**config.mk**
```make
export PLATFORM = sky130hd
export DESIGN_NAME = bus_trace_tx
export DESIGN_NICKNAME = d
export VERILOG_FILES = /design/src/rtl/bus_trace_pkg.sv /design/src/rtl/trace_fifo.sv /design/src/rtl/bus_trace_tx.sv
export SDC_FILE = /design/constraint.sdc
export NUM_CORES = 1
export LEC_CHECK = 0
export BUFFER_PORTS_ARGS = -buffer_cell sky130_fd_sc_hd__buf_4
export CORE_MARGIN = 8
export CORE_UTILIZATION = 24
export DETAILED_ROUTE_END_ITERATION = 8
export PLACE_DENSITY = 0.41
export SLEW_MARGIN = 20
export SYNTH_ARGS = -nofsm -noshare
export SYNTH_HDL_FRONTEND = slang
export SYNTH_SLANG_ARGS = --single-unit
```
**constraint.sdc**
```tcl
create_clock -name clk -period 3.1 [get_ports clk]
set_input_delay 0.31 -clock clk [delete_from_list [all_inputs] [get_ports clk]]
set_output_delay 0.31 -clock clk [all_outputs]
set_load 0.03 [all_outputs]
```
**src/rtl/bus_trace_pkg.sv**
```systemverilog
// Shared constants, FSM encoding and nibble formatter for the bus trace transmitter.
package bus_trace_pkg;

  localparam int unsigned REC_LEN = 9;

  localparam logic [7:0] ASCII_SP = 8'h20;
  localparam logic [7:0] ASCII_CR = 8'h0D;
  localparam logic [7:0] ASCII_LF = 8'h0A;

  typedef enum logic [1:0] {
    StIdle,
    StSend,
    StGuard
  } state_e;

  function automatic logic [7:0] hex_ascii(input logic [3:0] n);
    logic [7:0] n8;
    n8 = {4'h0, n};
    return (n < 4'd10) ? (8'h30 + n8) : (8'h37 + n8);
  endfunction

endpackage

```
**src/rtl/trace_fifo.sv**
```systemverilog
// Synchronous FIFO with full/empty flags; caller must not push when full unless popping.
module trace_fifo #(
  parameter int unsigned WIDTH = 24,
  parameter int unsigned AW    = 2
) (
  input  logic             clk,
  input  logic             rst,
  input  logic             push,
  input  logic             pop,
  input  logic [WIDTH-1:0] wdata,
  output logic [WIDTH-1:0] rdata,
  output logic             full,
  output logic             empty
);

  localparam int unsigned DEPTH = 1 << AW;

  logic [WIDTH-1:0] mem_q [DEPTH];
  logic [AW-1:0]    wptr_q;
  logic [AW-1:0]    rptr_q;
  logic [AW:0]      count_q;

  always_ff @(posedge clk) begin
    if (rst) begin
      wptr_q  <= '0;
      rptr_q  <= '0;
      count_q <= '0;
    end else begin
      if (push) wptr_q <= wptr_q + 1'b1;
      if (pop)  rptr_q <= rptr_q + 1'b1;
      case ({push, pop})
        2'b10:   count_q <= count_q + 1'b1;
        2'b01:   count_q <= count_q - 1'b1;
        default: count_q <= count_q;
      endcase
    end
  end

  always_ff @(posedge clk) begin
    if (push) mem_q[wptr_q] <= wdata;
  end

  assign rdata = mem_q[rptr_q];
  assign full  = (count_q == (AW + 1)'(DEPTH));
  assign empty = (count_q == '0);

endmodule

```
**src/rtl/bus_trace_tx.sv**
```systemverilog
// Captures the 6502 bus on each mpu_clk fall and streams each capture as an ASCII hex
// record "AAAA DD\r\n" through the avr_interface byte handshake.
module bus_trace_tx
  import bus_trace_pkg::*;
#(
  parameter int unsigned FIFO_AW = 2,
  parameter int unsigned ADDR_W  = 16,
  parameter int unsigned DATA_W  = 8
) (
  input  logic              clk,
  input  logic              rst,
  input  logic              mpu_clk,
  input  logic              trace_en,
  input  logic [ADDR_W-1:0] addr_bus,
  input  logic [DATA_W-1:0] data_bus,
  output logic [7:0]        tx_data,
  output logic              new_tx_data,
  input  logic              tx_busy,
  output logic              overflow,
  output logic [7:0]        drop_count,
  output logic              active
);

  localparam int unsigned REC_W = ADDR_W + DATA_W;

  logic             mpu_clk_q;
  logic             fall;
  logic             capture;
  logic             push;
  logic             pop;
  logic             drop;
  logic             fifo_full;
  logic             fifo_empty;
  logic [REC_W-1:0] fifo_rdata;
  logic [REC_W-1:0] rec_q;
  logic [ADDR_W-1:0] rec_addr;
  logic [DATA_W-1:0] rec_data;
  logic [7:0]       rec_char;
  state_e           state_q, state_d;
  logic [3:0]       idx_q, idx_d;
  logic             overflow_q;
  logic [7:0]       drop_q;

  assign fall    = ~mpu_clk & mpu_clk_q;
  assign capture = fall & trace_en;
  assign pop     = (state_q == StIdle) & ~fifo_empty;
  // A full FIFO still accepts a capture when the head leaves in the same cycle.
  assign push    = capture & (~fifo_full | pop);
  assign drop    = capture & fifo_full & ~pop;

  trace_fifo #(
    .WIDTH (REC_W),
    .AW    (FIFO_AW)
  ) u_fifo (
    .clk   (clk),
    .rst   (rst),
    .push  (push),
    .pop   (pop),
    .wdata ({addr_bus, data_bus}),
    .rdata (fifo_rdata),
    .full  (fifo_full),
    .empty (fifo_empty)
  );

  assign rec_addr = rec_q[DATA_W +: ADDR_W];
  assign rec_data = rec_q[DATA_W-1:0];

  always_comb begin
    rec_char = ASCII_LF;
    case (idx_q)
      4'd0:    rec_char = hex_ascii(rec_addr[15:12]);
      4'd1:    rec_char = hex_ascii(rec_addr[11:8]);
      4'd2:    rec_char = hex_ascii(rec_addr[7:4]);
      4'd3:    rec_char = hex_ascii(rec_addr[3:0]);
      4'd4:    rec_char = ASCII_SP;
      4'd5:    rec_char = hex_ascii(rec_data[7:4]);
      4'd6:    rec_char = hex_ascii(rec_data[3:0]);
      4'd7:    rec_char = ASCII_CR;
      default: rec_char = ASCII_LF;
    endcase
  end

  always_comb begin
    state_d     = state_q;
    idx_d       = idx_q;
    tx_data     = 8'h00;
    new_tx_data = 1'b0;
    unique case (state_q)
      StIdle: begin
        if (!fifo_empty) begin
          idx_d   = 4'd0;
          state_d = StSend;
        end
      end
      StSend: begin
        if (!tx_busy) begin
          tx_data     = rec_char;
          new_tx_data = 1'b1;
          state_d     = StGuard;
        end
      end
      StGuard: begin
        // Spans the cycle before the transmitter can raise tx_busy.
        if (idx_q == 4'(REC_LEN - 1)) begin
          state_d = StIdle;
        end else begin
          idx_d   = idx_q + 4'd1;
          state_d = StSend;
        end
      end
      default: state_d = StIdle;
    endcase
  end

  always_ff @(posedge clk) begin
    if (rst) begin
      mpu_clk_q  <= 1'b0;
      state_q    <= StIdle;
      idx_q      <= 4'd0;
      rec_q      <= '0;
      overflow_q <= 1'b0;
      drop_q     <= 8'h00;
    end else begin
      mpu_clk_q <= mpu_clk;
      state_q   <= state_d;
      idx_q     <= idx_d;
      if (pop) rec_q <= fifo_rdata;
      if (drop) begin
        overflow_q <= 1'b1;
        if (drop_q != 8'hFF) drop_q <= drop_q + 8'd1;
      end
    end
  end

  assign overflow   = overflow_q;
  assign drop_count = drop_q;
  assign active     = (state_q != StIdle);

endmodule

```
# After elaboration in Yosys (flattened, before gate mapping)
# Memory sizes are Yosys's and may differ from the RTL's. A register that Yosys moved wholly into a read port is not among the register bits.
# Index checks and enable logic that the tools add are counted.
[word_totals] register_bits=23 ramBits=96 output_inout_bits=19 elab_cells=91 n_memories=1
[op_classes] add_sub_neg=18 order_cmp=6 eq_ne=17 n_mux=21 bitwise=11 reduce_logical=9
[memory_table] name="u_fifo.mem_q" words=4 word_bits=24 read_ports=1 rd_clocked_by_memory_dff=1 write_ports=1 line_no="trace_fifo.sv:18" text="logic [WIDTH-1:0] mem_q [DEPTH];"
[ops] op="adder 6 x 4 -> 7 bit (first input constant)" count=12
[ops] op="one-hot mux 7 bit (8 select lines)" count=1
[ops] op="two-way mux 7 bit" count=6
[ops] op="< comparator 4 bit (second input constant)" count=6
[ops] op="equality test 4 x 3 -> 1 bit (second input constant)" count=4
[ops] op="two-way mux 8 bit" count=2
[ops] op="adder 8 x 1 -> 8 bit (second input constant)" count=1
[ops] op="equality test 4 x 2 -> 1 bit (second input constant)" count=2
[ops] op="two-way mux 4 bit" count=2
[ops] op="!= test 8 bit (second input constant)" count=1
[ops] op="one-hot mux 4 bit (2 select lines)" count=1
[ops] op="AND 1 bit" count=6
[ops] op="!= test 2 bit (second input constant)" count=3
[ops] op="one-hot mux 2 bit (3 select lines)" count=1
[ops] op="one-hot mux 3 bit (2 select lines)" count=1
[ops] op="nonzero test 2 bit" count=3
[ops] op="two-way mux 1 bit" count=5
[ops] op="adder 2 x 1 -> 2 bit (second input constant)" count=2
[ops] op="adder 4 x 1 -> 4 bit (second input constant)" count=1
[ops] op="equality test 2 x 1 -> 1 bit (second input constant)" count=2
[ops] op="equality test 2 bit (second input constant)" count=2
[ops] op="equality test 4 x 1 -> 1 bit (second input constant)" count=1
[ops] op="equality test 4 bit (second input constant)" count=1
[ops] op="logical NOT 4 bit" count=1
[ops] op="10 further kinds" count=15

# Longest topological paths before layout
# Gate-level depths: netlist of the first run.
[depth] depth_word=7 mapped_depth=10

# By module
# A second synthesis of the first run with hierarchy kept.
[unflattened] hier_cells=507 area_unflattened_um2=6367.4
[by_module_without_submodules] module="trace_fifo" n_inst=1 cells_per_inst=173 area_per_inst_um2=3937.5 seq_area_each_um2=3062.9
[by_module_without_submodules] module="bus_trace_tx" n_inst=1 cells_per_inst=334 area_per_inst_um2=2429.8 seq_area_each_um2=800.8

# Worst setup path before layout of the first run
# OpenSTA, ideal clock, no wires.
[synth_path] path_kind="reg-to-output" start="register idx_q[0]" end="output tx_data[3]" arrival_time_ns=2.087 setup_slack_ns=0.703 stages_incl_launch_ff=6 path_buffers=0 cell_sequence="dfxtp_1 -> inv_1 -> ha_1 -> or3b_4 -> or4b_1 -> a41oi_1"
[synth_between] elab_chain_len=4 elab_cells_between_ends=11 cone_classes="7 x eq/ne; 3 x mux; 1 x reduce/logical"
[synth_rtl] item="start: declaration" line_no="bus_trace_tx.sv:40" text="logic [3:0] idx_q, idx_d;"
[synth_rtl] item="start signal: assignment" line_no="bus_trace_tx.sv:126" text="idx_q <= idx_d;"
[synth_rtl] item="equality test 4 x 3 -> 1 bit (tied with other cells)" line_no="bus_trace_tx.sv:70" text="case (idx_q)"
[synth_rtl] item="one-hot mux 7 bit (8 select lines) *" line_no="bus_trace_tx.sv:70"
[synth_rtl] item="two-way mux 8 bit *" line_no="bus_trace_tx.sv:96" text="if (!tx_busy) begin"
[synth_rtl] item="two-way mux 8 bit *" line_no="bus_trace_tx.sv:88" text="unique case (state_q)"
[synth_rtl] item="end: declaration" line_no="bus_trace_tx.sv:16" text="output logic [7:0] tx_data,"
# Mark *: on every way between the ends. The rest lies on a longest branch, timed or not.

# Worst setup path in the final report of the first run
# Same ends and word-level chain as after synthesis.

==> results.txt, run 1 <==
- The setup path with the least slack is of type register to output port.
- Number of cells in the finished layout apart from fillers: 912
- In the final layout, the multi-input gates occupy 0.00243 mm².
* Min-Delay Path Class: input port to register
- Synthesis handed over a netlist of 508 instances.
- Max-cap violations in this run came to 0.
* Series of cell instances along the critical path: ha_1 -> or3b_1 -> nor4b_1 -> nor4_1 -> a41oi_1 -> buf_4
- Arrival time worst endpoint: 2620 ps
- In this run the number of H-tree levels came out at 4.
- Layout cells sized above 1: 22.4%
- TritonCTS built the clock tree.
* Leak Pwr: 2.59 nW
* Number of enable flip-flop cells after synthesis: 96
* Top fanout value on the critical path: 8
- Outcome: finished, final reports clean
- Clock net sink count: 143
- Standard-cell rows: 60
* Maximum number of pins on one net before global-route repair: 52
- Summing over every cut layer, the via total after detailed routing is 4,204.
* Skew final: 11.5 ps
* Post-Syn Nets: 553
- The die covers 0.0325 mm².
* Number of iterations in the first detailed-routing pass: 4
- Fill cells in the final layout number 2,719.
- Once the floorplan was initialized, standard cells occupied 24.2% of the core.
* Port Buf Inserts: 46
* Max Transition Viols Final: 0
* Normalized max-slew margin: 49.4%
* Clk pin slew, worst setup/hold paths: 70 ps
* Seq cells post-synth: 143
- In the finished design, the share of the clock period the worst path needs comes to 94.4%.
* Number of placed I/O pins: 48
* DRC Markers: 0
- The tree is rooted in a sky130_fd_sc_hd__clkbuf_16.
- Die W: 180 µm
- For this run, the slowest stage of the critical path takes 450 ps.
- YS warnings: 0
- In this run the post-CTS setup repair buffer count came out at 0.
- Sequential cells were found to cover 59.1% of the synthesized design area.
- The number of endpoints with negative hold slack in the final report was 0.
- Final HPWL from detailed placement: 10,300 µm
- Derived from the worst setup path, the maximum achievable clock frequency is 342 MHz.
- Die boundary height: 180 µm
- The detailed router finished its first iteration with 302 violations.
- Counting flops with an async set or reset pin after synthesis yields a share of 0%.
- In this run, placement finished with an instance count of 880.
- For this block, the routed nets add up to 15,000 µm of wire.
- After detailed routing, the number of vias per cell comes to 4.61.
- The clock passes through at most 2 buffers.
- At the pin with the least slew margin, the transition time is 757 ps.
- In this run, CTS created clock tree buffers numbering 17.
* Crit path buf inv count: 1
- Sequential cell area: 0.00382 mm²
- Hold-fix buffers, CTS: 0
- Tmin final: 2930 ps
* Inserted Diodes: 0
* Data required time of the worst path: 2790 ps
* Endpoint type of the worst setup path: output port
- The synthesized netlist occupies a cell area of 0.00647 mm².
- Total track usage: 9.40%
- Power Density: 783 mW/mm²
* Total overflow reported by the global router: 0
- Antenna violations before repair: 0
- After synthesis, the mean cell area works out to 12.7 µm².
- Clock latency on the worst-skew pair, taken at its later pin, is 420 ps.
* Primary flip-flop cell chosen by synthesis mapping: sky130_fd_sc_hd__edfxtp_1
- Count of cell types in the netlist: 62
* Vias in the first global route: 4,292
- Routability-driven placement finished with a final weighted congestion of 0.797.
- Number of nets in the layout: 603
- In the final routed layout, each cell accounts on average for 16.4 µm.
- Peak supply drop: 301 µV
* Max stage delay cell, worst path: sky130_fd_sc_hd__or3b_1
* Area inside the core boundary: 0.0267 mm²
* First-pass GRT wire length: 24,200 µm
- Once detail routing completed, the nets flagged for antenna violations numbered 0.
* Largest delay share family, worst path: simple AND/OR/NAND/NOR gates
- STA classifies the critical path startpoint as a register.
- Number of gates given a new drive strength after cts: 0
* Final setup violating endpoints: 0
* Final sum of negative setup slack: 0 ps
- RSZ-0062 raised after global routing: false
- Relative to the synthesized area, the layout overhead comes to 20.7%.
==> through the flow <==
step / setup slack (ps) / instance area [µm²] / hold slack [ps] / total power (W) / utilization, %
2_1_floorplan: 703 / 6470 / 409 / 0.00366 / -
3_5_place_dp: 574 / 7170 / 458 / 0.00407 / 26.8
6_report: 175 / 7810 / 82.2 / 0.00611 / 29.2
3_3_place_gp: 620 / 7170 / 451 / 0.00406 / 26.8
5_1_grt: 8.03 / 7810 / 62.5 / 0.00649 / 29.2
4_1_cts: 93.9 / 7790 / 66.5 / 0.00619 / 29.2
==> state kept, by name, summed over array words and instances (netlist names) <==
name / flops
u_fifo.wptr_q: 2
drop_count: 8
u_fifo.rptr_q: 2
mpu_clk_q: 1
idx_q: 4
overflow: 1
u_fifo.count_q: 3
u_fifo.mem_q: 96
state_q: 2
rec_q: 24
==> worst paths after layout <==
check | from | endpoint | slack, ps | depth (start not counted)
setup reg to reg | u_fifo.count_q[2] | u_fifo.count_q[2] | 1000 | 7
hold reg to reg | rec_q[20] | rec_q[20] | 460 | 2
hold / removal | data_bus[3] | u_fifo.mem_q[1][3] | 80 | 1
setup / recovery | idx_q[0] | tx_data[3] | 170 | 6
==> synth_stat cells, types with 4 or more instances <==
cell                       instances  area (µm²)
sky130_fd_sc_hd__a211oi_1          4        30.0
sky130_fd_sc_hd__inv_1            24        90.1
sky130_fd_sc_hd__edfxtp_1         96        2880
sky130_fd_sc_hd__and2_1            7        43.8
sky130_fd_sc_hd__nor2b_1          11        68.8
sky130_fd_sc_hd__nor2_1           19        71.3
sky130_fd_sc_hd__xnor2_1          10        87.6
sky130_fd_sc_hd__nand2_1          62         233
sky130_fd_sc_hd__and4b_1           7        70.1
sky130_fd_sc_hd__nand3_1          11        55.1
sky130_fd_sc_hd__ha_1             15         188
sky130_fd_sc_hd__mux4_2           24         541
sky130_fd_sc_hd__dfxtp_1          47         941
sky130_fd_sc_hd__nor3_1            7        35.0
sky130_fd_sc_hd__o22ai_1           5        31.3
sky130_fd_sc_hd__mux2i_1           4        40.0
sky130_fd_sc_hd__buf_2             9        45.0
sky130_fd_sc_hd__nor4b_1           6        52.6
sky130_fd_sc_hd__o21ai_0          17        85.1
sky130_fd_sc_hd__mux2_2            4        45.0
sky130_fd_sc_hd__clkbuf_1          6        22.5
sky130_fd_sc_hd__a21oi_1          45         225
sky130_fd_sc_hd__nor4_1            4        25.0
==> worst reg2reg max path: stages (launching register included) <==
cell	delay, ps
sky130_fd_sc_hd__dfxtp_1	540
sky130_fd_sc_hd__or3_4	230
sky130_fd_sc_hd__and2_1	150
sky130_fd_sc_hd__nand2_1	70
sky130_fd_sc_hd__fa_1	380
sky130_fd_sc_hd__and4_1	160
sky130_fd_sc_hd__a21oi_1	130
sky130_fd_sc_hd__mux2_2	340
==> where the power goes <==
part	switching, W	leakage [nW]	internal, W
registers	0.000281	1.25	0.00220
clock network	0.000929	0.308	0.00118
logic	0.000844	1.04	0.000681
==> per-layer routing <==
layer  track usage, %  up-vias  wire (µm)
li1                 -     2023          -
met3             2.72       15        622
met5                0        -          0
met2             14.3       73       6740
met4             3.57        0        233
met1             12.4     2093       7380
==> cells by family after synthesis <==
kind of cell             synth area share, %
multiplexers                            9.67
adder cells (fa/ha/maj)                 3.21
flip-flops                              59.1
AO/OA/AOI/OAI                           8.86
AND/OR/NAND/NOR                         14.0
buffers and inverters                   3.58
XOR/XNOR                                1.49
other                                 0.0580
==> cells in the final DEF, fill, tap and decap left out, types with 3 or more instances in the layout <==
master and instances:
sky130_fd_sc_hd__o22ai_1 5, sky130_fd_sc_hd__and4b_1 7, sky130_fd_sc_hd__nor2b_1 11, sky130_fd_sc_hd__and2_1 7, sky130_fd_sc_hd__inv_8 7, sky130_fd_sc_hd__xnor2_1 10
sky130_fd_sc_hd__a21oi_1 45, sky130_fd_sc_hd__o21ai_0 17, sky130_fd_sc_hd__dfxtp_1 46, sky130_fd_sc_hd__edfxtp_1 96, sky130_fd_sc_hd__mux4_2 24, sky130_fd_sc_hd__inv_1 24
sky130_fd_sc_hd__nor4b_1 5, sky130_fd_sc_hd__o31a_1 3, sky130_fd_sc_hd__nand2_1 62, sky130_fd_sc_hd__inv_6 4, sky130_fd_sc_hd__buf_4 54, sky130_fd_sc_hd__clkinv_8 3
sky130_fd_sc_hd__a41oi_1 3, sky130_fd_sc_hd__a211oi_1 4, sky130_fd_sc_hd__nand4_1 3, sky130_fd_sc_hd__mux2_2 4, sky130_fd_sc_hd__nand3_1 11, sky130_fd_sc_hd__nor2_1 19
sky130_fd_sc_hd__ha_1 15, sky130_fd_sc_hd__a32oi_1 3, sky130_fd_sc_hd__clkbuf_16 17, sky130_fd_sc_hd__mux2i_1 4, sky130_fd_sc_hd__and4_1 3, sky130_fd_sc_hd__a31oi_1 3
sky130_fd_sc_hd__or4_1 3, sky130_fd_sc_hd__nor4_1 4, sky130_fd_sc_hd__nor3_1 7
==> cell type report <==
type                       instances  area share, %
timing repair buffer              54           5.19
tap                              341           5.46
sequential                       143           49.0
clock inverter                    15           2.56
clock buffer                      17           5.45
inverter                          25           1.27
multi-input combinational        317           31.1
(Power assumes the default switching activity.)
==> run 2: changes to the inputs <==
--- a/config.mk
+++ b/config.mk
@@ -7,10 +7,11 @@
 export LEC_CHECK = 0
 export BUFFER_PORTS_ARGS = -buffer_cell sky130_fd_sc_hd__buf_4
 export CORE_MARGIN = 8
-export CORE_UTILIZATION = 24
+export CORE_UTILIZATION = 60
 export DETAILED_ROUTE_END_ITERATION = 8
-export PLACE_DENSITY = 0.41
+export PLACE_DENSITY = 0.82
 export SLEW_MARGIN = 20
 export SYNTH_ARGS = -nofsm -noshare
 export SYNTH_HDL_FRONTEND = slang
 export SYNTH_SLANG_ARGS = --single-unit
+export TNS_END_PERCENT = 50
==> run 2 against run 1 <==
Net effect:
- final cell count down 19%
- first-iteration DRC count grew 15%
- non-clock buffer count increased by 25
- power shrank 4.7%
- critical path type unchanged
- critical endpoint unchanged
==> results.txt, run 2 (same netlist as run 1, synthesis figures left out) <==
- Total track usage: 21.0% (+12 points)
- Number of setup buffers added after CTS: 0 (unchanged)
- The number of remaining DRC errors came to 0 (unchanged).
- The maximum buffer depth of the clock tree was 2 (unchanged).
* Routed length per instance: 19.5 µm (+19%)
* Number of placed I/O pins: 48 (unchanged)
- Slew at the pin closest to its max-slew limit: 809 ps (+51.9 ps)
* Number of flip-flops under the largest register name: 96 (unchanged)
* Part of the power in registers: 42.1% (+1.6 points)
* Clock tree from TritonCTS: yes
- The worst endpoint required time came to 2790 ps (about the same).
- The fraction of power spent switching nets is 31.5% (-2.1 points).
* Outcome: finished, final reports clean
- Number of iterations in the first detailed-routing pass: 4 (unchanged)
- STA classifies the critical path endpoint as an output port.
- Power Internal: 0.00399 W (-1.7%)
- Clk pin slew, worst setup/hold paths: 60 ps (about the same)
- The register with the most flip-flops in the final layout is u_fifo.mem_q.
* Worst hold margin: 59.5 ps (-22.6 ps)
- Leaving out fill and tap cells, the most frequent cell in the layout is sky130_fd_sc_hd__edfxtp_1.
* Normalized max-slew margin: 45.9% (-3.5 points)
* Commonest non-fill, non-tap cells in the layout: sky130_fd_sc_hd__edfxtp_1 (96), sky130_fd_sc_hd__nand2_1 (62), sky130_fd_sc_hd__buf_4 (54)
* Final sum of negative setup slack: 0 ps (unchanged)
- The worst setup margin was 132 ps (-42.7 ps).
* Insertion delay of the later-clocked pin in the worst-skew pair: 530 ps (+110 ps)
* Standard-cell rows: 38 (-37%)
- CTS placed an instance of sky130_fd_sc_hd__clkbuf_8 at the clock tree root.
- The die span in x was 120 µm (-33%).
* Min-Delay Path Class: input port to register
- The delay of the slowest cell on the worst path is 530 ps (+80 ps).
- The initial antenna violation count was 0 (unchanged).
* Max Transition Viols Final: 0 (unchanged)
- The placeable core area is 0.0107 mm² (-60%).
- Post-placement worst setup slack: 699 ps (+125 ps)
- The clock share of power came to 31.0% (-3.5 points).
- The die span in y was 120 µm (-33%).
* Number of routed nets with antenna violations: 0 (unchanged)
- The worst setup path is launched from a register.
* Post-route clock period utilization: 95.7% (+1.4 points)
- Total wire length: 14,300 µm (-4.3%)
- Clock net sink count: 143 (unchanged)
* Peak supply drop: 733 µV (+140%)
* Kind of critical path: register to output port
- Maximum level of the CTS H-tree: 4 (unchanged)
- The via count of the first global-routing pass was 4,404 (+2.6%).
- The maximum number of pins on one net before global-route repair came to 52 (unchanged).
- The total via count in the routed design was 4,409 (+4.9%).
* Final count of hold timing violations: 0 (unchanged)
- Layout cells sized above 1: 20.3% (-2.1 points)
- The arrival time reported for the critical path endpoint is 2660 ps (+40 ps).
- Final setup violating endpoints: 0 (unchanged)
* Final HPWL from detailed placement: 8840 µm (-14%)
- The number of max-cap violations came to 0 (unchanged).
- The remaining global-route overflow came to 0 (unchanged).
* Violation count after the first detailed-route iteration: 347 (+15%)
- Tmin final: 2970 ps (+42.7 ps)
- P&R area growth vs syn: 19.2%
- Combinational share of power: 26.9% (+1.9 points)
- Final design utilization: 72.1% (+43 points)
- The detailed-route vias per instance is 5.99 (+30%).
* Top fanout value on the critical path: 6 (-2)
* Maximum clock frequency: 337 MHz (-1.4%)
* Initial cell density of the core: 60.5% (+36 points)
- The final weighted congestion of routability-driven global placement came to 0.904 (+13%).
* Series of cell instances along the critical path: inv_1 -> ha_2 -> or3b_4 -> or4b_1 -> a41oi_1 -> buf_4
- The number of clock buffers inserted by TritonCTS is 17 (unchanged).
- The overall die area is 0.0144 mm² (-56%).
- The number of diodes added for antenna fixing is 0 (unchanged).
- Leak Pwr: 2.64 nW (+1.8%)
* First-pass GRT wire length: 23,400 µm (-3.2%)
* Max stage delay cell, worst path: sky130_fd_sc_hd__or4b_1
- Skew final: 9.70 ps (-1.78 ps)
* Overall power after layout: 0.00582 W (-4.7%)
- Power Density: 755 mW/mm² (-3.5%)
- The switching power summed over all nets is 0.00184 W (-11%).
* Port Buf Inserts: 46 (unchanged)
* Number of nets in the layout: 628 (+4.1%)
run 2: changes by cell type in the layout (fill, tap and decap cells not counted), moves of 3 or more:
| cell | change |
|---|---|
| sky130_fd_sc_hd__clkinv_2 | +4 |
| sky130_fd_sc_hd__clkinv_8 | -3 |
| sky130_fd_sc_hd__clkbuf_8 | +3 |
| sky130_fd_sc_hd__inv_8 | -7 |
| sky130_fd_sc_hd__dlygate4sd3_1 | +25 |
| sky130_fd_sc_hd__inv_6 | -3 |
| sky130_fd_sc_hd__clkbuf_1 | +5 |
run 2: worst paths after layout:
kind / slack, ps / end / depth (start not counted) / startpoint
max: 130 / tx_data[3] / 6 / idx_q[0]
min: 60 / state_q[0] / 3 / tx_busy
min reg2reg: 460 / rec_q[20] / 2 / rec_q[20]
max reg2reg: 1010 / u_fifo.count_q[2] / 7 / u_fifo.count_q[2]
run 2: layout make-up:
cell class | count | area (µm²)
Clock buffer | 24 | 460
Timing Repair Buffer | 79 | 656
Inverter | 25 | 98.8
Clock inverter | 8 | 65.1
Multi-Input combinational cell | 317 | 2430
Sequential cell | 143 | 3820
Fill cell | 683 | 2990
Tap cell | 140 | 175
run 2: metrics by stage:
step | std cells | area [µm²]
finish | 736 | 7710
CTS | 736 | 7690
global placement | 679 | 6920
global route | 736 | 7710
floorplan | 508 | 6470
detailed placement | 679 | 6920
run 2: what timing repair did:
action | in CTS | in global routing
hold buffers | 25 | 0
endpoints found under the setup margin | 0 | 1
gates resized for setup | 0 | 4
endpoints found under the hold margin | 97 | 0
run 2: worst max-delay path, delay by kind of cell (launching register included):
family                   cells  cell delay (ps)
flip-flops                   1              380
AO/OA/AOI/OAI                1              230
adder cells (fa/ha/maj)      1              240
buffers and inverters        2              330
AND/OR/NAND/NOR              2              960
run 2: layer usage:
layer  track usage [%]  share of wire, %
met2              33.0                49
met5                 0                 0
met1              27.2                43
met3              5.31               6.2
met4              9.37               2.5
run 2: power by group through the flow:
stage	Combinational [W]	Sequential, W	Clock, W
after floorplan	0.00129	0.00237	0
after global placement	0.00150	0.00246	0
after detailed placement	0.00153	0.00248	0
after CTS	0.00157	0.00244	0.00182
after global routing	0.00175	0.00248	0.00191
final	0.00157	0.00245	0.00181
